**src/rtl/c7bifu_fetch.sv**
```systemverilog
// Instruction fetch sequencer: single-outstanding 64-bit bus reads feeding a
// one-entry output register, with realignment for 4-byte-offset redirect targets.
module c7bifu_fetch #(
  parameter logic [31:0] RESET_PC = 32'h1C00_0000
) (
  input  logic        clk,
  input  logic        resetn,
  input  logic        flush,
  input  logic [31:0] flush_pc,
  input  logic        iq_full,
  output logic        req_vld,
  output logic [31:0] req_addr,
  input  logic        req_rdy,
  input  logic        rsp_vld,
  input  logic [63:0] rsp_data,
  output logic        data_vld,
  output logic [31:0] data_addr,
  output logic [63:0] data
);

  typedef enum logic [1:0] {IDLE, REQ, WAIT, DROP} state_t;

  state_t       state;
  logic [31:3]  fetch_pc;
  logic         mis;
  logic         prime;
  logic [31:0]  hold;

  logic         accept;
  logic         slot_ok;
  logic [31:0]  blk;
  logic         unused_flush_lsb;

  assign accept           = data_vld & ~iq_full;
  assign slot_ok          = ~data_vld | accept;
  assign blk              = {fetch_pc, 3'b000};
  assign unused_flush_lsb = ^flush_pc[1:0];

  // Merge the upper word of the previous block with the lower word of this one.
  function automatic logic [63:0] realign(input logic [31:0] lo_word,
                                          input logic [31:0] prev_hi);
    return {lo_word, prev_hi};
  endfunction

  always_ff @(posedge clk or negedge resetn) begin
    if (!resetn) begin
      state     <= IDLE;
      fetch_pc  <= RESET_PC[31:3];
      mis       <= RESET_PC[2];
      prime     <= RESET_PC[2];
      hold      <= 32'd0;
      req_vld   <= 1'b0;
      req_addr  <= 32'd0;
      data_vld  <= 1'b0;
      data_addr <= 32'd0;
      data      <= 64'd0;
    end else if (flush) begin
      fetch_pc <= flush_pc[31:3];
      mis      <= flush_pc[2];
      prime    <= flush_pc[2];
      data_vld <= 1'b0;
      req_vld  <= 1'b0;
      // A request already on the bus still owes us a response: swallow it.
      if ((state == WAIT && !rsp_vld) || (state == REQ && req_rdy) ||
          (state == DROP && !rsp_vld))
        state <= DROP;
      else
        state <= IDLE;
    end else begin
      if (accept)
        data_vld <= 1'b0;
      case (state)
        IDLE: begin
          if (slot_ok) begin
            req_vld  <= 1'b1;
            req_addr <= blk;
            state    <= REQ;
          end
        end
        REQ: begin
          if (req_rdy) begin
            req_vld <= 1'b0;
            state   <= WAIT;
          end
        end
        WAIT: begin
          if (rsp_vld) begin
            state    <= IDLE;
            fetch_pc <= fetch_pc + 29'd1;
            if (!mis) begin
              data_vld  <= 1'b1;
              data      <= rsp_data;
              data_addr <= blk;
            end else if (prime) begin
              hold  <= rsp_data[63:32];
              prime <= 1'b0;
            end else begin
              data_vld  <= 1'b1;
              data      <= realign(rsp_data[31:0], hold);
              data_addr <= blk - 32'd4;
              hold      <= rsp_data[63:32];
            end
          end
        end
        DROP: begin
          if (rsp_vld)
            state <= IDLE;
        end
        default: state <= IDLE;
      endcase
    end
  end

endmodule
```
**config.mk**
```make
export PLATFORM = sky130hd
export DESIGN_NAME = c7bifu_fetch
export DESIGN_NICKNAME = d
export VERILOG_FILES = /design/src/rtl/c7bifu_fetch.sv
export SDC_FILE = /design/constraint.sdc
export NUM_CORES = 1
export LEC_CHECK = 0
export CAP_MARGIN = 30
export CORE_MARGIN = 3
export CORE_UTILIZATION = 53
export CTS_CLUSTER_DIAMETER = 150
export DETAILED_ROUTE_END_ITERATION = 8
export GPL_ROUTABILITY_DRIVEN = 1
export GPL_TIMING_DRIVEN = 1
export PLACE_DENSITY = 0.83
export SYNTH_ARGS = -nofsm -noshare
export SYNTH_HDL_FRONTEND = slang
export SYNTH_SLANG_ARGS = --single-unit
```
**constraint.sdc**
```tcl
create_clock -name clk -period 3.05 [get_ports clk]
set_input_delay 0.61 -clock clk [delete_from_list [all_inputs] [get_ports clk]]
set_output_delay 0.61 -clock clk [all_outputs]
set_load 0.005 [all_outputs]
```
# Word-level counts from Yosys, hierarchy flattened
# Cells that the tools add are included.
[totals]
reg_bits = 192
inputBits = 102
output_inout_bits = 130
wordCells = 70
[op_classes]
add_sub_neg = 2
eq_ne = 7
muxes = 27
bitwise_logic = 5
reduce_logical = 19
[op_table]
columns = ["op", "count"]
rows = [
  ["$mux W64", 2],
  ["$mux W29", 3],
  ["$mux W32", 2],
  ["$sub A32 B3 Y32 const B", 1],
  ["$add A29 B1 Y29 const B", 1],
  ["$mux W1", 13],
  ["$reduce_and A3 Y1", 4],
  ["$mux W2", 5],
  ["$reduce_and A4 Y1", 2],
  ["$ne A3 B3 Y1 const B", 2],
  ["$pmux W2 S3", 1],
  ["$reduce_bool A2 Y1", 3],
  ["$eq A2 B2 Y1 const B", 2],
  ["$logic_and A1 B1 Y1", 3],
  ["$ne A3 B1 Y1 const B", 1],
  ["$not A1 Y1", 3],
  ["$reduce_bool A3 Y1", 1],
  ["$eq A2 B1 Y1 const B", 1],
  ["$logic_not A2 Y1", 1],
  ["$logic_or A1 B1 Y1", 2],
  ["$ne A2 B2 Y1 const B", 1],
  ["$pmux W1 S2", 1],
  ["$reduce_and A2 Y1", 1],
  ["$reduce_or A2 Y1", 1],
  ["other kinds (3)", 3],
]

# Longest topological paths before layout
# Gate-level depths: netlist of the first run.
[depth]
word_depth = 8
ltp_mapped = 9
ltp_nobuf = 7

# Worst setup path after synthesis of the first run
# OpenSTA, ideal clock, no wires.
[synth_timing]
path_kind = "input-to-reg"
startpoint = "in iq_full"
endpoint = "reg req_addr[21]"
arrival_ps = 1874
required_ps = 2925
setup_slack_ps = 1051
path_stages = 4
cell_sequence = "a2111oi_0 > buf_2 > buf_2 > mux2_2"
[synth_between]
elab_chain_len = 4
[synth_lines]
columns = ["element", "line", "source"]
rows = [
  ["start: declaration", "10", "input logic iq_full,"],
  ["$not A1 Y1", "34", "assign accept = data_vld & ~iq_full;"],
  ["$and A1 B1 Y1", "34", ""],
  ["$or A1 B1 Y1", "35", "assign slot_ok = ~data_vld | accept;"],
  ["$reduce_and A3 Y1 (no source line)", "-", ""],
  ["end signal: assignment", "76", "req_addr <= blk;"],
  ["end: declaration", "12", "output logic [31:0] req_addr,"],
]
# No other way between the ends.
# A chain may end at the register's enable or synchronous reset.

# Final worst setup path of the first run
[layout_timing]
startpoint = "in rsp_vld"
endpoint = "reg data[0]"
[layout_between]
elab_chain_len = 1
[layout_lines]
columns = ["element", "line", "source"]
rows = [
  ["start: declaration", "14", "input logic rsp_vld,"],
  ["$reduce_and A4 Y1 (no source line)", "-", ""],
  ["end signal: assignment", "92", "data <= rsp_data;"],
  ["end signal: assignment", "99", "data <= realign(rsp_data[31:0], hold);"],
  ["end: declaration", "18", "output logic [63:0] data"],
]
# No other way between the ends.

==> metrics.md, run 1 <==
| Metric | Value |
|---|---|
| Worst-Margin Slew | 0.938 ns |
| Drt pass-1 iters | 5 |
| Most frequent cell after synthesis | dfrtp_1 |
| Worst slew margin | 37.5% |
| CTS buffer count | 17 |
| Setup violators final | 0 |
| LEAKAGE | 0.00511 µW |
| Most used DFF post-synth | dfrtp_1 |
| Core box area | 16200 µm² |
| Number of I/O pins | 232 |
| R2R Setup Slk | 0.77 ns |
| Worst EP arrival | 2.57 ns |
| Initial antenna violation count | 0 |
| Critical Path Start Type | input port |
| Total number of vias | 6706 |
| Pin count of the biggest net entering global routing | 112 |
| Main area contributors after synthesis | dfrtp_1 53%, mux2_2 8.0%, mux2i_1 7.4% |
| Final WL | 21.8 mm |
| Final GP Congestion | 0.804 |
| Share of layout cells above drive strength 1 | 13.0% |
| Post CTS Setup Buffer Count | 0 |
| Final period util | 76.0% |
| Row cnt | 46 |
| Worst Path Max Fanout | 111 |
| Gr usage total | 24.3% |
| Root buffer cell | clkbuf_16 |
| Post-synthesis sequential area ratio | 53.5% |
| Clock Sink Count | 190 |
| Wire length per cell | 17.5 µm |
| Clk_skew | 0.0128 ns |
| WP data required | 3.30 ns |
| Cell variety after synth | 52 |
| Diodes inserted | 0 |
| Synthesized flop and latch total | 190 |
| # Max-Cap Violations | 0 |
| Synth-to-layout area growth | 33.4% |
| DIE WIDTH | 136 µm |
| RSZ-0062 raised after global routing | no |
| Vias per cell | 5.38 |
| Hold/Removal Path Class | in -> async |
| Crit end category | flop |
| Iter 0 DRT Violations | 360 |
| Fin area | 11900 µm² |
| DRC | 0 |
| Die Ht | 136 µm |
| Post-synth top area share | 52.6% |
| First-pass GRT wire length | 35.3 mm |
| Worst reg2reg path depth | 5 |
| Synth cell count leaders | 187 x dfrtp_1, 143 x nand2_1, 109 x o21ai_0, 66 x mux2i_1, 63 x mux2_2 |
| Vias in the first global route | 6832 |
| Hold Buf Count CTS | 0 |
| Cell Pwr Density | 821 nW/µm² |
| Crit path time final | 2.32 ns |
| Initial core utilization | 55.0% |
| Highest Clock Rate | 0.431 GHz |
| Final hold viol count | 0 |
| Port bufs | 224 |
| Setup TNS | 0 ns |
| Post-DP HPWL | 15.3 mm |
| Clk pin slew, worst setup/hold paths | 0.07 ns |
| Non-Filler Instances | 1246 |
| Fillcell total | 1167 |
| Outcome | complete, no violations |
| CTS Buffer Depth | 2 |
| Setup Crit Path Kind | in -> reg |
| Number of gates resized after cts | 0 |
| Avg Inst Size Synth | 10.8 µm² |
| DIE AREA | 18400 µm² |
| H-tree levels | 4 |
| Peak VDD IR | 414 µV |
| Routed Antenna Nets | 0 |
| Fin. max-slew vios | 0 |
| Clk Latency, worst-skew pair | 0.44 ns |
| Post-DP Area | 11300 µm² |
| Post-synth EDFFs | 0 |
| Gr ovfl total | 0 |
| Cells after Synth | 826 |
| Netlist Area Pre-Place | 8900 µm² |
| Placed insts | 1214 |
| Synth area leader | dfrtp_1 |
| CTS tree | built |
| Fin nets | 1121 |
| YS warnings | 0 |
| Ys async rst share | 100% |
## kinds of logic after synthesis
logic type               count (synthesis)  share of synthesized area, %
AND/OR/NAND/NOR                        241                          13.6
buffers and inverters                   75                          4.10
XOR/XNOR                                55                          5.41
other                                    1                        0.0421
adder cells (fa/ha/maj)                  2                         0.281
flip-flops                             190                          53.5
multiplexers                           129                          15.4
AO/OA/AOI/OAI                          133                          7.67
## stage by stage
| step | hold slack (ns) | setup WS (ns) | power, µW | utilization (%) |
|---|---|---|---|---|
| global placement | 0.460 | 0.446 | 7380 | 69.5 |
| floorplan | 0.314 | 1.05 | 5360 | - |
| CTS | 0.271 | 0.764 | 9850 | 73.4 |
| detailed placement | 0.468 | 0.333 | 7530 | 69.6 |
| finish | 0.243 | 0.732 | 9740 | 73.4 |
| global route | 0.298 | 0.576 | 10300 | 73.4 |
## path summary, 6_finish.rpt
path,from,endpoint
hold reg to reg,data_addr[6]$_DFFE_PN0P_,data_addr[6]$_DFFE_PN0P_
setup / recovery,rsp_vld,data[0]$_DFFE_PN0P_
setup reg to reg,fetch_pc[8]$_DFFE_PN0P_,data_addr[31]$_DFFE_PN0P_
min in group clk,data_addr[6]$_DFFE_PN0P_,data_addr[6]$_DFFE_PN0P_
max in group asynchronous,resetn,data[1]$_DFFE_PN0P_
hold / removal,resetn,data[18]$_DFFE_PN0P_
## critical path, stage by stage
cell and delay (ns):
clkdlybuf4s50_1 0.52, nand3b_4 0.19, nor2_1 0.11, nand2_4 0.08
buf_4 0.71, o21ai_0 0.30
## layer usage
layer  GRT usage, %  share of wire [%]  vias to the layer above
met5              0                  0                        -
met4           5.21               0.96                        0
met3           6.69                7.5                       17
met2           41.5                 49                      212
met1           31.1                 42                     3262
li1               -                  -                     3215
## cells in the final DEF (no fill, tap or decap), drive strengths merged, types with 4 or more instances in the layout
cell and instances:
mux2i 66, conb 5, mux2 63, clkbuf 21, xor2 34, nand3 18
inv 6, buf 15, or3 6, nand2 143, and3 7, clkinvlp 5
dfrtp 187, nor3 11, xnor2 21, clkdlybuf4s50 222, nor4 6, a21oi 4
nor2 16, nand4 14, o21ai 124
## sequential cells by signal (all words and copies together) (netlist names)
| name | flops |
|---|---|
| data | 64 |
| hold | 32 |
| data_addr | 30 |
| fetch_pc | 29 |
| req_addr | 29 |
| state | 2 |
| data_vld | 1 |
| mis | 1 |
| prime | 1 |
| req_vld | 1 |
## final cells by class
type                    count  area, µm²  share of cell area [%]
clock buffers              20        447                    3.76
clock inverters            12        163                    1.37
inverters                   5       18.8                   0.158
multi-input cells         565       3820                    32.2
flip-flops and latches    190       4760                    40.1
well taps                 216        270                    2.28
repair buffers            238       2390                    20.1
## report_power, final
| group | internal [µW] | switching [µW] |
|---|---|---|
| registers | 3530 | 629 |
| clock network | 1320 | 966 |
| logic | 2100 | 1200 |
| total | 6950 | 2790 |
No activity file was read; power rests on OpenSTA's default activity.
==> inputs of run 2 (changes only) <==
--- a/config.mk
+++ b/config.mk
@@ -7,12 +7,12 @@
 export LEC_CHECK = 0
 export CAP_MARGIN = 30
 export CORE_MARGIN = 3
-export CORE_UTILIZATION = 53
+export CORE_UTILIZATION = 44
 export CTS_CLUSTER_DIAMETER = 150
 export DETAILED_ROUTE_END_ITERATION = 8
 export GPL_ROUTABILITY_DRIVEN = 1
 export GPL_TIMING_DRIVEN = 1
-export PLACE_DENSITY = 0.83
+export PLACE_DENSITY = 0.73
 export SYNTH_ARGS = -nofsm -noshare
 export SYNTH_HDL_FRONTEND = slang
 export SYNTH_SLANG_ARGS = --single-unit
==> constraint.sdc (replaced) <==
create_clock -name clk -period 2.1 [get_ports clk]
set_input_delay 0.42 -clock clk [delete_from_list [all_inputs] [get_ports clk]]
set_output_delay 0.42 -clock clk [all_outputs]
set_load 0.005 [all_outputs]
==> run 2 against run 1 <==
Compared with the run above:
- combinational power up 49%
- critical path depth increased by 2
- sequential cell count unchanged
- global-route usage is 3.6 points lower
- core utilization shrank 11 points
- sequential power increased by 44%
- largest power group unchanged
==> metrics.md, run 2 (synthesis results as in run 1) <==
| Metric | Value |
|---|---|
| Outcome | complete, no violations |
| Diodes inserted | 0 |
| Share of layout cells above drive strength 1 | 15.5% |
| R2R Setup Slk | 0.15 ns |
| Root buffer cell | clkbuf_16 |
| Cell Pwr Density | 1150 nW/µm² |
| Setup TNS | 0 ns |
| Reg power frac | 42.5% |
| CTS Buffer Depth | 2 |
| Worst reg2reg path depth | 8 |
| WP data required | 2.44 ns |
| Number of I/O pins | 232 |
| Crit. Startpoint | fetch_pc[4]$_DFFE_PN0P_ |
| Vias per cell | 5.11 |
| Clk pwr share | 22.6% |
| CP max stage cell | dfrtp_1 |
| Row cnt | 51 |
| Final hold viol count | 0 |
| RSZ-0062 raised after global routing | no |
| Final setup margin | 0.154 ns |
| Routed Antenna Nets | 0 |
| Clock Sink Count | 190 |
| Setup Crit Path Kind | reg -> reg |
| Pin count of the biggest net entering global routing | 90 |
| Top reg by flops | data |
| Fin. max-slew vios | 0 |
| Clk pin slew, worst setup/hold paths | 0.07 ns |
| Crit end category | flop |
| Leading cell types in the layout, fill and taps excluded | 222 x clkdlybuf4s50_1, 186 x dfrtp_1, 142 x nand2_1 |
| Worst-Margin Slew | 0.526 ns |
| Worst reg2reg startpoint | fetch_pc[4]$_DFFE_PN0P_ |
| Initial core utilization | 45.3% |
| Largest delay share family, worst path | simple AND/OR/NAND/NOR gates |
| Vias in the first global route | 6920 |
| DIE WIDTH | 148 µm |
| Setup violators final | 0 |
| Highest Clock Rate | 0.514 GHz |
| Worst EP arrival | 2.29 ns |
| Footprint of the multi-input gates | 3830 µm² |
| Fin area | 12200 µm² |
| Internal power | 10000 µW |
| CTS tree | built |
| Total number of vias | 6787 |
| Post-DP HPWL | 15.9 mm |
| Clk Latency, worst-skew pair | 0.42 ns |
| Fillcell total | 1674 |
| Largest regs | data: 64 flops, hold: 32 flops, data_addr: 30 flops |
| Gr usage total | 20.7% |
| Die Ht | 148 µm |
| Fin nets | 1153 |
| Critical path cell sequence | inv_1 > ha_1 > nor4bb_2 > buf_4 > nand2_1 > or3_1 > xor2_1 > o21ai_0 |
| Hold/Removal Path Class | in -> async |
| H-tree levels | 4 |
| Critical Path Start Type | flop |
| LEAKAGE | 0.00531 µW |
| Max FFs per register | 64 |
| Port bufs | 224 |
| Iter 0 DRT Violations | 352 |
| DRC | 0 |
| CP Buf/Inv Count | 2 |
| CTS buffer count | 17 |
| DIE AREA | 22000 µm² |
| Synth-to-layout area growth | 37.6% |
| Place WS | -0.169 ns |
| # Max-Cap Violations | 0 |
| Final period util | 92.7% |
| First-pass GRT wire length | 36.7 mm |
| Sw frac | 28.8% |
| Drt pass-1 iters | 5 |
| Initial antenna violation count | 0 |
| Register area | 4760 µm² |
| Max stage delay on crit path | 0.45 ns |
| Combinational Power Share | 34.9% |
| Wire length per cell | 16.9 µm |
| Peak VDD IR | 556 µV |
| Final Util | 62.3% |
| Worst Path Max Fanout | 7 |
| Reg-to-reg endpoint | data_addr[13]$_DFFE_PN0P_ |
| P_sw | 4070 µW |
| Crit path time final | 1.95 ns |
| Core box area | 19700 µm² |
| Clk_skew | 0.0124 ns |
| Gr ovfl total | 0 |
| Final WL | 22.4 mm |
| Final GP Congestion | 0.810 |
| Most common cell after layout, fill and taps aside | clkdlybuf4s50_1 |
| Post-DP Area | 11600 µm² |
| Worst slew margin | 64.9% |
run 2: how the worst max path moves through the flow:
stage                                      endpoint  slack, ns  cells after the start
after floorplan            req_addr[21]$_DFFE_PN0P_       0.25                      5
after global placement     fetch_pc[21]$_DFFE_PN0P_      -0.12                      7
after detailed placement   fetch_pc[27]$_DFFE_PN1P_      -0.17                      6
after CTS                 data_addr[18]$_DFFE_PN0P_       0.04                      6
after global routing      data_addr[13]$_DFFE_PN0P_       0.01                      8
final                     data_addr[13]$_DFFE_PN0P_       0.15                      8
run 2: repair_timing:
action | 4_1_cts | 5_1_grt
hold endpoints to repair | 22 | 0
hold buffers | 1 | 0
setup endpoints to repair | 0 | 10
buffers inserted | 0 | 3
resized for setup | 0 | 1
run 2: metrics by stage:
step / hold slack (ns) / power, µW / std cells
2_1_floorplan: 0.124 / 7780 / 830
3_3_place_gp: 0.320 / 10900 / 1291
3_5_place_dp: 0.320 / 11000 / 1291
4_1_cts: 0.441 / 14300 / 1324
5_1_grt: 0.460 / 15000 / 1327
6_report: 0.452 / 14100 / 1327
run 2: final cells by class:
type                       count  area share [%]
tap                          265            2.71
sequential                   190            38.9
multi-input combinational    565            31.2
timing repair buffer         270            22.4
clock inverter                12            1.08
inverter                       5           0.153
clock buffer                  20            3.57
run 2: layer usage:
layer | track usage (%) | share of wire (%) | vias to the layer above
met5 | 0 | 0 | -
met4 | 4.80 | 0.95 | 0
met3 | 4.94 | 6.5 | 16
met2 | 33.2 | 47 | 207
met1 | 28.8 | 45 | 3304
li1 | - | - | 3260
run 2: power groups by stage:
stage	sequential [µW]	clock [µW]	combinational (µW)
final	5990	3190	4930
after global routing	6180	3430	5400
after CTS	6010	3270	5010
after detailed placement	6050	0	4980
after global placement	6000	0	4870
after floorplan	5970	0	1810
==> inputs of run 3 (changes only) <==
==> constraint.sdc (replaced) <==
create_clock -name clk -period 1.7 [get_ports clk]
set_input_delay 0.34 -clock clk [delete_from_list [all_inputs] [get_ports clk]]
set_output_delay 0.34 -clock clk [all_outputs]
set_load 0.005 [all_outputs]
==> run 3 against run 2 <==
Compared with the run above:
- the flow now finishes with violations (negative setup slack)
- hold slack got worse by 0.10 ns
- first-iteration DRC count decreased by 11%
- setup slack got worse by 0.34 ns
- via count increased by 5.4%
- maximum frequency increased by 3.4%
- clock skew increased by 0.0012 ns
- core utilization increased by 4.1 points
- largest cell class unchanged
- clock power increased by 29%
- highest routed layer unchanged
==> metrics.md, run 3 (synthesis results as in run 1) <==
| Metric | Value |
|---|---|
| Outcome | finished with violations |
| Failing checks | negative setup slack |
| Final period util | 111% |
| Peak VDD IR | 685 µV |
| R2R Setup Slk | -0.18 ns |
| Sw frac | 29.8% |
| Initial antenna violation count | 0 |
| Share of layout cells above drive strength 1 | 23.1% |
| Fin Hold WS | 0.350 ns |
| Worst EP arrival | 2.20 ns |
| Clk_skew | 0.0136 ns |
| Met3 routed WL | 1.51 mm |
| Crit path time final | 1.88 ns |
| Clk pin slew, worst setup/hold paths | 0.08 ns |
| Routed Antenna Nets | 0 |
| Worst reg2reg startpoint | fetch_pc[14]$_DFFE_PN0P_ |
| Vias in the first global route | 7150 |
| DRC | 0 |
| Port bufs | 224 |
| Final WL | 23.6 mm |
| DIE AREA | 22000 µm² |
| Setup violators final | 28 |
| Synth-to-layout area growth | 46.7% |
| Fin nets | 1206 |
| CP Buf/Inv Count | 1 |
| Pin count of the biggest net entering global routing | 74 |
| Leading cell types in the layout, fill and taps excluded | 191 x clkdlybuf4s50_1, 181 x dfrtp_1, 139 x nand2_1 |
| Internal power | 12500 µW |
| Diodes inserted | 0 |
| CP max stage cell | or4_4 |
| Iter 0 DRT Violations | 313 |
| Largest delay share family, worst path | simple AND/OR/NAND/NOR gates |
| Non-Filler Instances | 1380 |
| Max stage delay on crit path | 0.57 ns |
| Final hold viol count | 0 |
| Final setup margin | -0.182 ns |
| Crit. Startpoint | fetch_pc[14]$_DFFE_PN0P_ |
| Met2 wire length | 11.1 mm |
| Combinational Power Share | 35.6% |
| Clk Latency, worst-skew pair | 0.43 ns |
| Tot Pwr | 17800 µW |
| Critical Path Start Type | flop |
| Post-DP HPWL | 16.3 mm |
| LEAKAGE | 0.00602 µW |
| Hold/Removal Path Class | in -> async |
| First-pass GRT wire length | 37.6 mm |
| Core box area | 19700 µm² |
| CTS tree | built |
| Setup Crit Path Kind | reg -> reg |
| Total number of vias | 7155 |
| Vias per cell | 5.18 |
| Row cnt | 51 |
| Critical path cell sequence | or4_4 > buf_6 > nor4b_4 > and2b_2 > xnor2_2 > o21ai_1 |
| Most common cell after layout, fill and taps aside | clkdlybuf4s50_1 |
| Initial core utilization | 45.3% |
| Highest Clock Rate | 0.531 GHz |
| Reg power frac | 41.3% |
| Clk pwr share | 23.1% |
| Fin. max-slew vios | 0 |
| P_sw | 5300 µW |
| Cell Pwr Density | 1360 nW/µm² |
| Drt pass-1 iters | 5 |
| Wire length per cell | 17.1 µm |
| Highest metal used | met4 |
| RSZ-0062 raised after global routing | yes |
| Final GP Congestion | 0.855 |
| WP data required | 2.02 ns |
| Largest regs | data: 64 flops, hold: 32 flops, data_addr: 30 flops |
| Met1 Wirelength | 10.7 mm |
| Worst Path Max Fanout | 3 |
| Number of I/O pins | 232 |
| Root buffer cell | clkbuf_16 |
| Placed insts | 1329 |
| Die Ht | 148 µm |
| # Max-Cap Violations | 0 |
| Gr ovfl total | 0 |
| Top reg by flops | data |
| Gr usage total | 21.3% |
| CTS buffer count | 17 |
| Max FFs per register | 64 |
| Crit end category | flop |
| Fillcell total | 1521 |
| DIE WIDTH | 148 µm |
| H-tree levels | 4 |
| Clock Sink Count | 190 |
| CTS Buffer Depth | 2 |
==> run 3: cell types whose count changed in the layout (fill, tap and decap cells not counted), sizes merged <==
cell and delta:
clkbuf -3, buf +53, clkdlybuf4s50 -31, dlygate4sd2 +12
clkinvlp +2, dlymetal6s2s +19, clkinv +1
==> run 3: per-layer routing <==
metal	vias to the layer above	global-route usage, %
met1	3506	29.5
met4	0	5.31
met2	242	33.7
met3	27	5.61
li1	3380	-
met5	-	0
==> run 3: path summary, 6_finish.rpt <==
path,end,depth (start not counted)
min reg2reg,data_addr[4]$_DFFE_PN0P_,2
min in group clk,fetch_pc[20]$_DFFE_PN0P_,3
max reg2reg,data_addr[19]$_DFFE_PN0P_,6
max,data_addr[19]$_DFFE_PN0P_,6
max in group asynchronous,fetch_pc[26]$_DFFE_PN1P_,3
min,data[50]$_DFFE_PN0P_,2
==> run 3: through the flow <==
step / TNS [ns] / area, µm² / utilization, % / setup WS [ns]
CTS: -2.62 / 12700 / 64.8 / -0.236
global placement: -45.38 / 12000 / 60.8 / -0.394
finish: -2.83 / 13100 / 66.4 / -0.182
detailed placement: -43.70 / 12000 / 60.8 / -0.425
global route: -5.00 / 13100 / 66.4 / -0.274
floorplan: -1.67 / 8960 / - / -0.135
==> run 3: worst register-to-register path: stages (launching register included) <==
cell and delay, ns:
dfrtp_1 0.39, or4_4 0.57, buf_6 0.15, nor4b_4 0.27
and2b_2 0.22, xnor2_2 0.11, o21ai_1 0.07
==> run 3: final cells by class <==
class	count	area, µm²	area share [%]
clock buffer	17	425	3.26
multi-input combinational	565	4110	31.5
inverter	5	18.8	0.144
timing repair buffer	323	3230	24.7
clock inverter	15	178	1.36
tap	265	332	2.54
sequential	190	4770	36.5
==> run 3: power groups by stage <==
stage	registers, µW	clock network, µW	logic [µW]
2_1_floorplan	7380	0	2270
3_3_place_gp	7400	0	6210
3_5_place_dp	7440	0	6350
4_1_cts	7370	4210	6410
5_1_grt	7580	4380	6940
6_report	7350	4110	6350
==> run 3: repair_timing <==
action | CTS | global route
buffers inserted | 9 | 10
pin swaps | 14 | 24
setup endpoints to repair | 54 | 72
endpoints found under the hold margin | 21 | 0
cloned | 0 | 0
gates resized for setup | 47 | 77
hold buffers | 1 | 0
